**config.mk**
```make
export PLATFORM = sky130hd
export DESIGN_NAME = pq_stream_ctrl
export DESIGN_NICKNAME = d
export VERILOG_FILES = /design/src/rtl/pq_stream_ctrl.sv
export SDC_FILE = /design/constraint.sdc
export NUM_CORES = 1
export LEC_CHECK = 0
export ABC_AREA = 0
export CAP_MARGIN = 20
export CORE_MARGIN = 8
export CORE_UTILIZATION = 37
export CTS_CLUSTER_SIZE = 25
export DETAILED_ROUTE_END_ITERATION = 10
export HOLD_SLACK_MARGIN = 0.1
export PLACE_DENSITY = 0.77
export SLEW_MARGIN = 20
export SYNTH_ARGS = -nofsm -noshare
export SYNTH_HDL_FRONTEND = slang
export SYNTH_SLANG_ARGS = --single-unit
```
**constraint.sdc**
```tcl
create_clock -name clk -period 3.3 [get_ports clk]
set_input_delay 0.33 -clock clk [delete_from_list [all_inputs] [get_ports clk]]
set_output_delay 0.33 -clock clk [all_outputs]
set_load 0.005 [all_outputs]
```
**src/rtl/pq_stream_ctrl.sv**
```systemverilog
// pq_stream_ctrl: valid/ready stream front end for the min-priority queue.
// Registered one-entry output slot, occupancy count and flush sequencing.
package pq_pkg;
  localparam int KEY_W = 8;
  localparam int VAL_W = 8;
  localparam int PQ_CAPACITY = 8;

  typedef struct packed {
    logic [KEY_W-1:0] key;
    logic [VAL_W-1:0] val;
  } kv_t;

  localparam logic [KEY_W-1:0] KEYINF = '1;
  localparam logic [VAL_W-1:0] VAL0 = '0;
endpackage

module pq_stream_ctrl
  import pq_pkg::*;
#(
  parameter int PQ_CAP = PQ_CAPACITY,
  parameter int CNT_W = $clog2(PQ_CAP + 2)
) (
  input  logic             clk,
  input  logic             rst,
  input  logic             s_valid,
  output logic             s_ready,
  input  kv_t              s_kv,
  output logic             m_valid,
  input  logic             m_ready,
  output kv_t              m_kv,
  input  logic             flush,
  output logic [CNT_W-1:0] count,
  output logic             err_key,
  output logic             pq_enq,
  output logic             pq_deq,
  output kv_t              pq_kvi,
  input  kv_t              pq_kvo,
  input  logic             pq_full,
  input  logic             pq_empty,
  input  logic             pq_busy
);

  typedef enum logic {
    RUN   = 1'b0,
    FLUSH = 1'b1
  } state_t;

  localparam kv_t KV_NULL = '{key: KEYINF, val: VAL0};

  state_t state;
  state_t nstate;
  logic   key_inf;
  logic   s_fire;
  logic   m_fire;

  assign pq_kvi  = s_kv;
  assign key_inf = (s_kv.key == KEYINF);
  assign s_fire  = s_valid && s_ready;
  assign m_fire  = m_valid && m_ready;

  always_comb begin
    nstate  = state;
    s_ready = 1'b0;
    pq_enq  = 1'b0;
    pq_deq  = 1'b0;
    if (!rst) begin
      unique case (state)
        RUN: begin
          s_ready = !pq_full && !pq_busy;
          pq_enq  = s_valid && !pq_full && !pq_busy && !key_inf;
          pq_deq  = !pq_empty && !pq_busy && (!m_valid || m_ready);
          if (flush) nstate = FLUSH;
        end
        FLUSH: begin
          pq_deq = !pq_empty && !pq_busy;
          if (pq_empty) nstate = RUN;
        end
        default: nstate = RUN;
      endcase
    end
  end

  always_ff @(posedge clk) begin
    if (rst) begin
      state   <= RUN;
      m_valid <= 1'b0;
      m_kv    <= KV_NULL;
      count   <= '0;
      err_key <= 1'b0;
    end else begin
      state <= nstate;
      if (s_fire && key_inf) err_key <= 1'b1;
      if (state == RUN) begin
        count <= count + CNT_W'(pq_enq) - CNT_W'(m_fire);
        // Entering FLUSH drops the slot even if a deq refilled it.
        if (nstate == FLUSH) begin
          m_valid <= 1'b0;
          m_kv    <= KV_NULL;
        end else if (pq_deq) begin
          m_valid <= 1'b1;
          m_kv    <= pq_kvo;
        end else if (m_fire) begin
          m_valid <= 1'b0;
          m_kv    <= KV_NULL;
        end
      end else begin
        m_valid <= 1'b0;
        m_kv    <= KV_NULL;
        if (pq_empty) count <= '0;
      end
    end
  end

endmodule
```
* Word-level counts from Yosys, hierarchy flattened
Index checks and enable logic that the tools add are counted.
** Cells by class
- Bitwise operators :: 1
- Muxes and demuxes :: 16
- Reductions and logical operators :: 17
- $add $sub $neg :: 2
- Equal/unequal tests :: 2
** Operators by type and width (number)
- 16-bit two-way mux :: 2
- 1-bit two-way mux :: 10
- 1-bit logical AND :: 9
- 8-bit == test, second input constant :: 1
- 4-bit two-way mux :: 2
- 1-bit logical NOT :: 5
- 4-bit by 1-bit adder with 4-bit output :: 1
- 1-bit case mux with 2 select lines :: 2
- 4-bit by 1-bit subtractor with 4-bit output :: 1
- 3-bit OR reduction :: 1
- 2-bit inequality test, second input constant :: 1
- 2-bit nonzero test :: 1
- 1-bit logical OR :: 1
- 1-bit NOT :: 1
** Storage, ports and cells
- Output and inout bits :: 41
- Input port bits :: 40
- Bits in registers :: 23

* Logic depth before layout (Yosys ltp)
Gate-level depths: netlist of the first run.
- Depth in word-level cells :: 9
- Gate-level depth with buffers :: 12
- Depth with buffers taken out :: 11

* Least setup slack after synthesis of the first run
OpenSTA, ideal clock, no wires.
- Path type :: reg2reg
- Start point :: reg state
- End point :: reg count[2]
- Cell stages (with the launch flop) :: 13
- Slack :: 703 ps
- Clock period less this slack :: 2597 ps
- Arrival time :: 2470 ps
- Path buffers :: 1
- Data required time :: 3174 ps
- Path through :: dfxtp_1 -> buf_6 -> or4_4 -> inv_1 -> nand2_1 -> or2_1 -> ha_1 -> inv_1 -> ha_1 -> fa_1 -> xnor2_1 -> o22a_1 -> nor2_1
** Between the ends
- Longest elaborated chain between the ends :: 5
** Ends and longest elaborated chain
- start, declared :: line 50 : state_t state;
- start signal, assigned :: line 91 : state <= nstate;
- 1-bit two-way mux :: line 67 : unique case (state)
- 1-bit two-way mux :: line 66 : if (!rst) begin
- 4-bit by 1-bit adder with 4-bit output :: line 94 : count <= count + CNT_W'(pq_enq) - CNT_W'(m_fire);
- 4-bit by 1-bit subtractor with 4-bit output :: line 94
- 4-bit two-way mux :: line 93 : if (state == RUN) begin
- end signal, assigned :: line 94
- end, declared :: line 32 : output logic [CNT_W-1:0] count,
Several ways; a longest one is shown, not always the timed one.
A chain may end at the register's enable or synchronous reset.

* Worst setup path after layout of the first run
- Start point :: in pq_full
- End point :: reg count[2]
** Between the ends
- Longest elaborated chain between the ends :: 9
** Ends and longest elaborated chain
- start, declared :: line 38 : input logic pq_full,
- 1-bit logical NOT :: line 70 : pq_enq = s_valid && !pq_full && !pq_busy && !key_inf;
- 1-bit logical AND (3 in a row) :: line 70
- 1-bit two-way mux :: line 67
- 1-bit two-way mux :: line 66
- 4-bit by 1-bit adder with 4-bit output :: line 94
- 4-bit by 1-bit subtractor with 4-bit output :: line 94
- 4-bit two-way mux :: line 93
No other way between the ends.

==> summary.txt, run 1 <==
Status
  – Outcome: completed

Synthesis
  – Synth area leaders: dfxtp_1 35%, buf_4 9.2%, a21oi_1 5.0%
  – Synth area leader: dfxtp_1
  – Post-synth net total: 199
  – Most frequent cell after synthesis: dfxtp_1
  – Mapped Cells: 154
  – Synth Register Bits: 23
  – Primary FF master, synth: dfxtp_1
  – Number of synthesized flops with an enable pin: 0
  – Fraction of registers with async set/reset: 0%
  – Post-synth cell types: 38
  – Mean Syn Cell Area: 8.498 um^2
  – Post-synthesis sequential area ratio: 35.18%
  – Synth top area share: 35.18%
  – Commonest cells post-synth: 23 x dfxtp_1, 16 x buf_4, 13 x a21oi_1, 11 x nand3_1, 9 x nor3_1
  – Mapped Area: 1309 um^2
  – Synthesis Warnings: 0

Timing
  – TNS Setup: 0 ns
  – Slew Limit Fails: 0
  – Period utilisation layout: 83.49%
  – Worst Skew: 0.001651 ns
  – Final Hold Fails: 0
  – Worst-Margin Slew: 0.9899 ns
  – Fin crit period: 2.755 ns
  – # setup viols final: 0
  – Fmax: 363.0 MHz
  – Slew headroom: 33.64%
  – Unrepaired setup endpoints after global routing: no

Global route
  – GRT Total Usage: 13.52%
  – Global-route wire length before repair: 6.072 mm
  – Antenna violations before repair: 0
  – Number of global-route vias before repair: 1,314
  – GRT Residual Overflow: 0
  – Largest net degree at the start of global routing: 19

Layout
  – Post-layout util: 55.88%
  – Layout cells sized above 1: 5.556%
  – N_diodes: 0
  – Register area: 460.4 um^2
  – Fill count: 338
  – Fin nets: 244
  – Area growth syn-to-layout: 43.59%
  – Area occupied by multi-input gates: 653.1 um^2

Floorplanning
  – Die height: 75.48 um
  – Core Rows: 21
  – Chip width: 75.48 um
  – Placeable Area: 3363 um^2
  – IO Count: 81
  – Die area: 5696 um^2
  – Initial Util: 38.91%

Clocking
  – Clock Path Buffers: 2
  – CTS root buffer: clkbuf_4
  – Clock H-tree levels: 1
  – CTS Sinks: 23
  – CTS tree: built
  – Later-pin clock latency in the skew report: 0.30 ns
  – Worst-path clk slew: 0.12 ns
  – Post-CTS Setup Inserts: 0
  – Post-CTS Hold Fix Bufs: 0
  – CTS Buf Count: 3
  – Post_cts resized: 0

Worst setup path
  – CP bufs+invs: 3
  – Slowest-stage cell, CP: or4_4
  – Worst r2r src: state
  – Setup Crit Path Kind: in -> reg
  – Nature of the critical path endpoint: register
  – Worst-path maximum fanout: 2
  – Crit path to: count[2]
  – Worst r2r path cells: 11
  – Worst R2R Setup Slack: 0.68 ns
  – Critical path's top delay family: adder cells
  – Worst path arrival time: 2.96 ns
  – Crit path launch type: input port
  – Crit path from: pq_full
  – Critical path depth: 12
  – Required time of the critical path: 3.51 ns
  – Max incr delay on CP: 0.55 ns
  – Crit-path cells: clkdlybuf4s50_1, or4_4, inv_1, nand2_1, or2_1, ha_1, inv_1, ha_1, fa_1, xnor2_1, o22a_1, nor2_1
  – R2r endpoint: count[2]

Detailed routing
  – Final WL: 3.816 mm
  – Final ANT Viol Nets: 0
  – WL/cell: 15.64 um
  – Post-route DRC: 0
  – Routed vias/inst: 5.250
  – Via count: 1,281
  – Iter 0 DRT Violations: 68
  – DR pass1 iterations: 4

Power and ir drop
  – Cell Pwr Density: 277.6 nW/um^2
  – Lkg Pwr: 0.6412 nW
  – Max rail drop VDD: 0.1565 mV

Place
  – IO buf count: 64
  – Final HPWL DP: 2.983 mm
  – GP Congestion: 0.7820

Worst hold path
  – Worst Hold Class: reg -> reg

Run
  – Max-Cap Viols: 0
[stage by stage]
step | cell area [um^2] | total power, mW | instances | setup WS, ns | hold WS, ns
floorplan | 1309 | 0.3448 | 154 | 0.7034 | 0.4723
global placement | 1853 | 0.3971 | 240 | 0.3222 | 0.4689
detailed placement | 1853 | 0.4000 | 240 | 0.2169 | 0.4837
CTS | 1879 | 0.5263 | 244 | 0.5479 | 0.5015
global route | 1879 | 0.5494 | 244 | 0.4437 | 0.5101
finish | 1879 | 0.5216 | 244 | 0.5449 | 0.4958
[worst min-delay path, cell delays in order, from the launching register on]
cell and delay, ns:
dfxtp_1 0.33, o211ai_1 0.07, a21oi_1 0.06
[cell usage in the layout (no fill, tap or decap)]
cell type | synthesis | layout
a211oi_1 | 8 | 8
a21oi_1 | 13 | 13
buf_4 | 16 | 2
clkbuf_1 | 4 | 1
clkbuf_4 | 0 | 3
clkdlybuf4s50_1 | 0 | 64
clkinv_1 | 1 | 1
dfxtp_1 | 23 | 23
fa_1 | 1 | 1
ha_1 | 4 | 4
inv_1 | 6 | 6
nand2_1 | 3 | 3
nand2b_1 | 5 | 5
nand3_1 | 11 | 11
nand3b_1 | 2 | 2
nand4_1 | 3 | 3
nor2_1 | 4 | 4
nor2b_1 | 1 | 1
nor3_1 | 9 | 9
nor3_2 | 1 | 1
nor3b_2 | 1 | 1
nor4_1 | 1 | 1
nor4_2 | 1 | 1
nor4b_1 | 2 | 2
nor4bb_1 | 1 | 1
o211ai_1 | 8 | 8
o21ai_0 | 7 | 7
o21ai_1 | 1 | 1
o21ba_1 | 1 | 1
o22a_1 | 1 | 1
o2bb2ai_1 | 1 | 1
or2_1 | 1 | 1
or2b_1 | 1 | 1
or3_1 | 2 | 2
or3b_2 | 2 | 2
or4_4 | 1 | 1
xnor2_1 | 1 | 1
[cells by family after synthesis]
kind of cell / synth area share (%)
XOR/XNOR: 0.6693
AO/OA/AOI/OAI: 19.31
buffers and inverters: 14.91
adder cells (fa/ha/maj): 5.354
AND/OR/NAND/NOR: 24.57
flip-flops: 35.18
[area by class of cell]
type	instances	share of cell area [%]
Clock buffer	4	1.398
Inverter	7	1.398
Multi-Input combinational cell	98	34.75
Sequential cell	23	24.50
Tap cell	46	3.063
Timing Repair Buffer	66	34.89
[state kept, by name, indices dropped and copies added (netlist names)]
register	flops
state	1
m_valid	1
err_key	1
count	4
m_kv	16
[metal layers]
layer  vias up  GRT usage (%)  part of all wire [%]
met2        38          23.68                    52
met4         0          3.838                  0.71
met3         4          4.342                   7.7
met1       607          15.25                    40
li1        632              -                     -
met5         -              0                     0
[power breakdown]
group / internal, mW / switching [mW]
Combinational: 0.0656 / 0.0399
Clock: 0.0471 / 0.0813
Sequential: 0.283 / 0.00464
[worst min-delay path by stage]
stage | cells after the start | slack, ns | start | endpoint
2_1_floorplan | 1 | 0.47 | err_key | err_key
3_3_place_gp | 1 | 0.47 | err_key | err_key
3_5_place_dp | 2 | 0.48 | m_kv[6] | m_kv[6]
4_1_cts | 2 | 0.50 | m_kv[6] | m_kv[6]
5_1_grt | 2 | 0.51 | m_kv[4] | m_kv[4]
6_report | 2 | 0.50 | m_kv[6] | m_kv[6]
(Power assumes the default switching activity.)
==> run 2, diff against run 1 <==
Clock period 3.3 ns to 2.6 ns, I/O delays scaled along.
==> run 2 against run 1 <==
Power grew 29%; sequential power up 27%; critical path depth is 1 lower; combinational power increased by 33%; via count is 2.3% higher; non-clock buffer count grew 7; sequential share of layout area fell by 1.0 points; clock power increased by 29%; hold slack got worse by 0.13 ns.
==> summary.txt, run 2 (same netlist as run 1, synthesis figures left out) <==
Status
  – Outcome: completed (unchanged)

Worst setup path
  – Worst r2r src: state (unchanged)
  – Crit-path cells: or4_4, inv_2, nand2_1, or2_1, ha_4, inv_2, ha_4, fa_2, xnor2_1, o22a_1, nor2_1 (was clkdlybuf4s50_1, or4_4, inv_1, nand2_1, or2_1, ha_1, inv_1, ha_1, fa_1, xnor2_1, o22a_1, nor2_1)
  – Worst r2r path cells: 11 (unchanged)
  – Nature of the critical path endpoint: register (unchanged)
  – Slowest-stage cell, CP: or4_4 (unchanged)
  – Crit path launch type: register (was input port)
  – Worst path arrival time: 2.73 ns (was 2.96 ns)
  – Setup Crit Path Kind: reg -> reg (was in -> reg)
  – R2r endpoint: count[2] (unchanged)
  – Worst R2R Setup Slack: 0.12 ns (was 0.68 ns)
  – Required time of the critical path: 2.86 ns (was 3.51 ns)
  – Worst-path maximum fanout: 2 (unchanged)
  – Crit path from: state (was pq_full)
  – Max incr delay on CP: 0.52 ns (was 0.55 ns)

Global route
  – Antenna violations before repair: 0 (unchanged)
  – M1 GR Usage: 14.69% (was 15.25%)
  – GRT Total Usage: 13.45% (was 13.52%)
  – Met2 usage: 24.16% (was 23.68%)
  – Number of global-route vias before repair: 1,359 (was 1,314)
  – GRT Residual Overflow: 0 (unchanged)
  – GR Layer Usage met3: 4.605% (was 4.342%)
  – Largest net degree at the start of global routing: 19 (unchanged)
  – Global-route wire length before repair: 6.078 mm (was 6.072 mm)
  – GR peak layer: met2 (unchanged)

Floorplanning
  – Die height: 75.48 um (unchanged)
  – Die area: 5696 um^2 (unchanged)
  – IO Count: 81 (unchanged)
  – Placeable Area: 3363 um^2 (unchanged)
  – Core Rows: 21 (unchanged)
  – Chip width: 75.48 um (unchanged)
  – Initial Util: 38.91% (unchanged)

Detailed routing
  – Iter 0 DRT Violations: 75 (was 68)
  – DR pass1 iterations: 4 (unchanged)
  – Via count: 1,310 (was 1,281)
  – Final WL: 3.871 mm (was 3.816 mm)
  – Routed vias/inst: 5.219 (was 5.250)
  – Final ANT Viol Nets: 0 (unchanged)
  – Post-route DRC: 0 (unchanged)
  – WL/cell: 15.42 um (was 15.64 um)

Layout
  – Top flop regs: m_kv (16), count (4) (unchanged)
  – Highest-count cells in the layout ignoring fill and taps: 63 x clkdlybuf4s50_1, 23 x dfxtp_1, 13 x a21oi_1 (was 64 x clkdlybuf4s50_1, 23 x dfxtp_1, 13 x a21oi_1)
  – Largest reg by FF count: m_kv (unchanged)
  – Post-Layout Inst Area: 1962 um^2 (was 1879 um^2)
  – Max reg flops: 16 (unchanged)
  – N_diodes: 0 (unchanged)
  – Non-Filler Instances: 251 (was 244)
  – Area growth syn-to-layout: 49.90% (was 43.59%)
  – Fill count: 334 (was 338)
  – Most common cell after layout, fill and taps aside: clkdlybuf4s50_1 (unchanged)
  – Fin nets: 251 (was 244)
  – Layout cells sized above 1: 11.22% (was 5.556%)

Power and ir drop
  – Pwr Total: 670.7 uW (was 521.6 uW)
  – Max rail drop VDD: 0.1997 mV (was 0.1565 mV)
  – Lkg Pwr: 0.6761 nW (was 0.6412 nW)
  – Cell Pwr Density: 341.8 nW/um^2 (was 277.6 nW/um^2)

Clocking
  – CTS Buf Count: 3 (unchanged)
  – CTS root buffer: clkbuf_4 (unchanged)
  – Clock Path Buffers: 2 (unchanged)
  – Clock H-tree levels: 1 (unchanged)
  – Worst-path clk slew: 0.13 ns (was 0.12 ns)
  – Post-CTS Setup Inserts: 0 (unchanged)
  – CTS tree: built (unchanged)
  – Post-CTS Hold Fix Bufs: 0 (unchanged)
  – CTS Sinks: 23 (unchanged)
  – Later-pin clock latency in the skew report: 0.30 ns (about the same)

Timing
  – Fmax: 404.0 MHz
  – Period utilisation layout: 95.20%
  – Final Hold Fails: 0 (unchanged)
  – # setup viols final: 0 (unchanged)
  – Slew Limit Fails: 0 (unchanged)
  – Fin crit period: 2.475 ns
  – Worst Skew: 0.004502 ns (was 0.001651 ns)
  – Unrepaired setup endpoints after global routing: no (unchanged)
  – Slew headroom: 53.86% (was 33.64%)
  – Worst-Margin Slew: 0.6867 ns (was 0.9899 ns)

Place
  – Final HPWL DP: 2.985 mm (was 2.983 mm)
  – GP Congestion: 0.7769 (was 0.7820)
  – Placed cell count: 247 (was 240)
  – Area after DPL: 1906 um^2 (was 1853 um^2)
  – IO buf count: 64 (unchanged)

Worst hold path
  – Worst Hold Class: in -> reg (was reg -> reg)
  – Worst Hold End: count[2] (was m_kv[6])
  – Worst hold start: rst (was m_kv[6])
  – Hold depth: 3 (was 2)

Run
  – Max-Cap Viols: 0 (unchanged)
-- run 2: layout make-up --
| cell class | count | area (um^2) | area share [%] |
|---|---|---|---|
| Inverter | 7 | 26.28 | 1.339 |
| Tap cell | 46 | 57.56 | 2.934 |
| Timing Repair Buffer | 73 | 710.7 | 36.22 |
| Clock buffer | 4 | 26.28 | 1.339 |
| Sequential cell | 23 | 460.4 | 23.47 |
| Multi-Input combinational cell | 98 | 680.7 | 34.69 |
-- run 2: critical path: cells and delay by family (launching register included) --
| kind | cells | cell delay [ns] |
|---|---|---|
| adder cells (fa/ha/maj) | 3 | 0.76 |
| buffers and inverters | 2 | 0.11 |
| AND/OR/NAND/NOR | 4 | 0.91 |
| XOR/XNOR | 1 | 0.13 |
| AO/OA/AOI/OAI | 1 | 0.17 |
| flip-flops | 1 | 0.33 |
-- run 2: power by group --
part | switching (mW) | leakage [nW] | total [mW] | internal, mW
registers | 0.00595 | 0.186 | 0.365 | 0.359
logic | 0.0528 | 0.475 | 0.141 | 0.0880
clock network | 0.105 | 0.0150 | 0.165 | 0.0598
-- run 2: through the flow --
step / util (%) / TNS (ns) / worst slack (ns) / hold WS, ns
after CTS: 57.51 / 0 / 0.01333 / 0.5067
after global routing: 58.33 / 0 / 0.001155 / 0.3747
after detailed placement: 56.66 / -0.6195 / -0.3603 / 0.4736
final: 58.33 / 0 / 0.1249 / 0.3687
after global placement: 56.66 / -0.4775 / -0.3027 / 0.4645
after floorplan: - / 0 / 0.003439 / 0.4119
-- run 2: how the worst max path moves through the flow --
stage	cells after the start	to	slack, ns
global route	11	count[2]	0.001
CTS	12	count[2]	0.01
floorplan	12	count[2]	0.003
global placement	12	count[2]	-0.30
finish	11	count[2]	0.12
detailed placement	12	count[2]	-0.36
-- run 2: repair_timing --
item                       in CTS  in global routing
pin swaps                       1                  4
hold endpoints to repair        0                  0
gates resized for setup         1                  6
setup endpoints to repair       1                  2
-- run 2: layer usage --
metal	vias to the layer above	share of wire, %
li1	642	-
met5	-	0
met2	42	51
met3	8	7.9
met1	618	39
met4	0	1.4
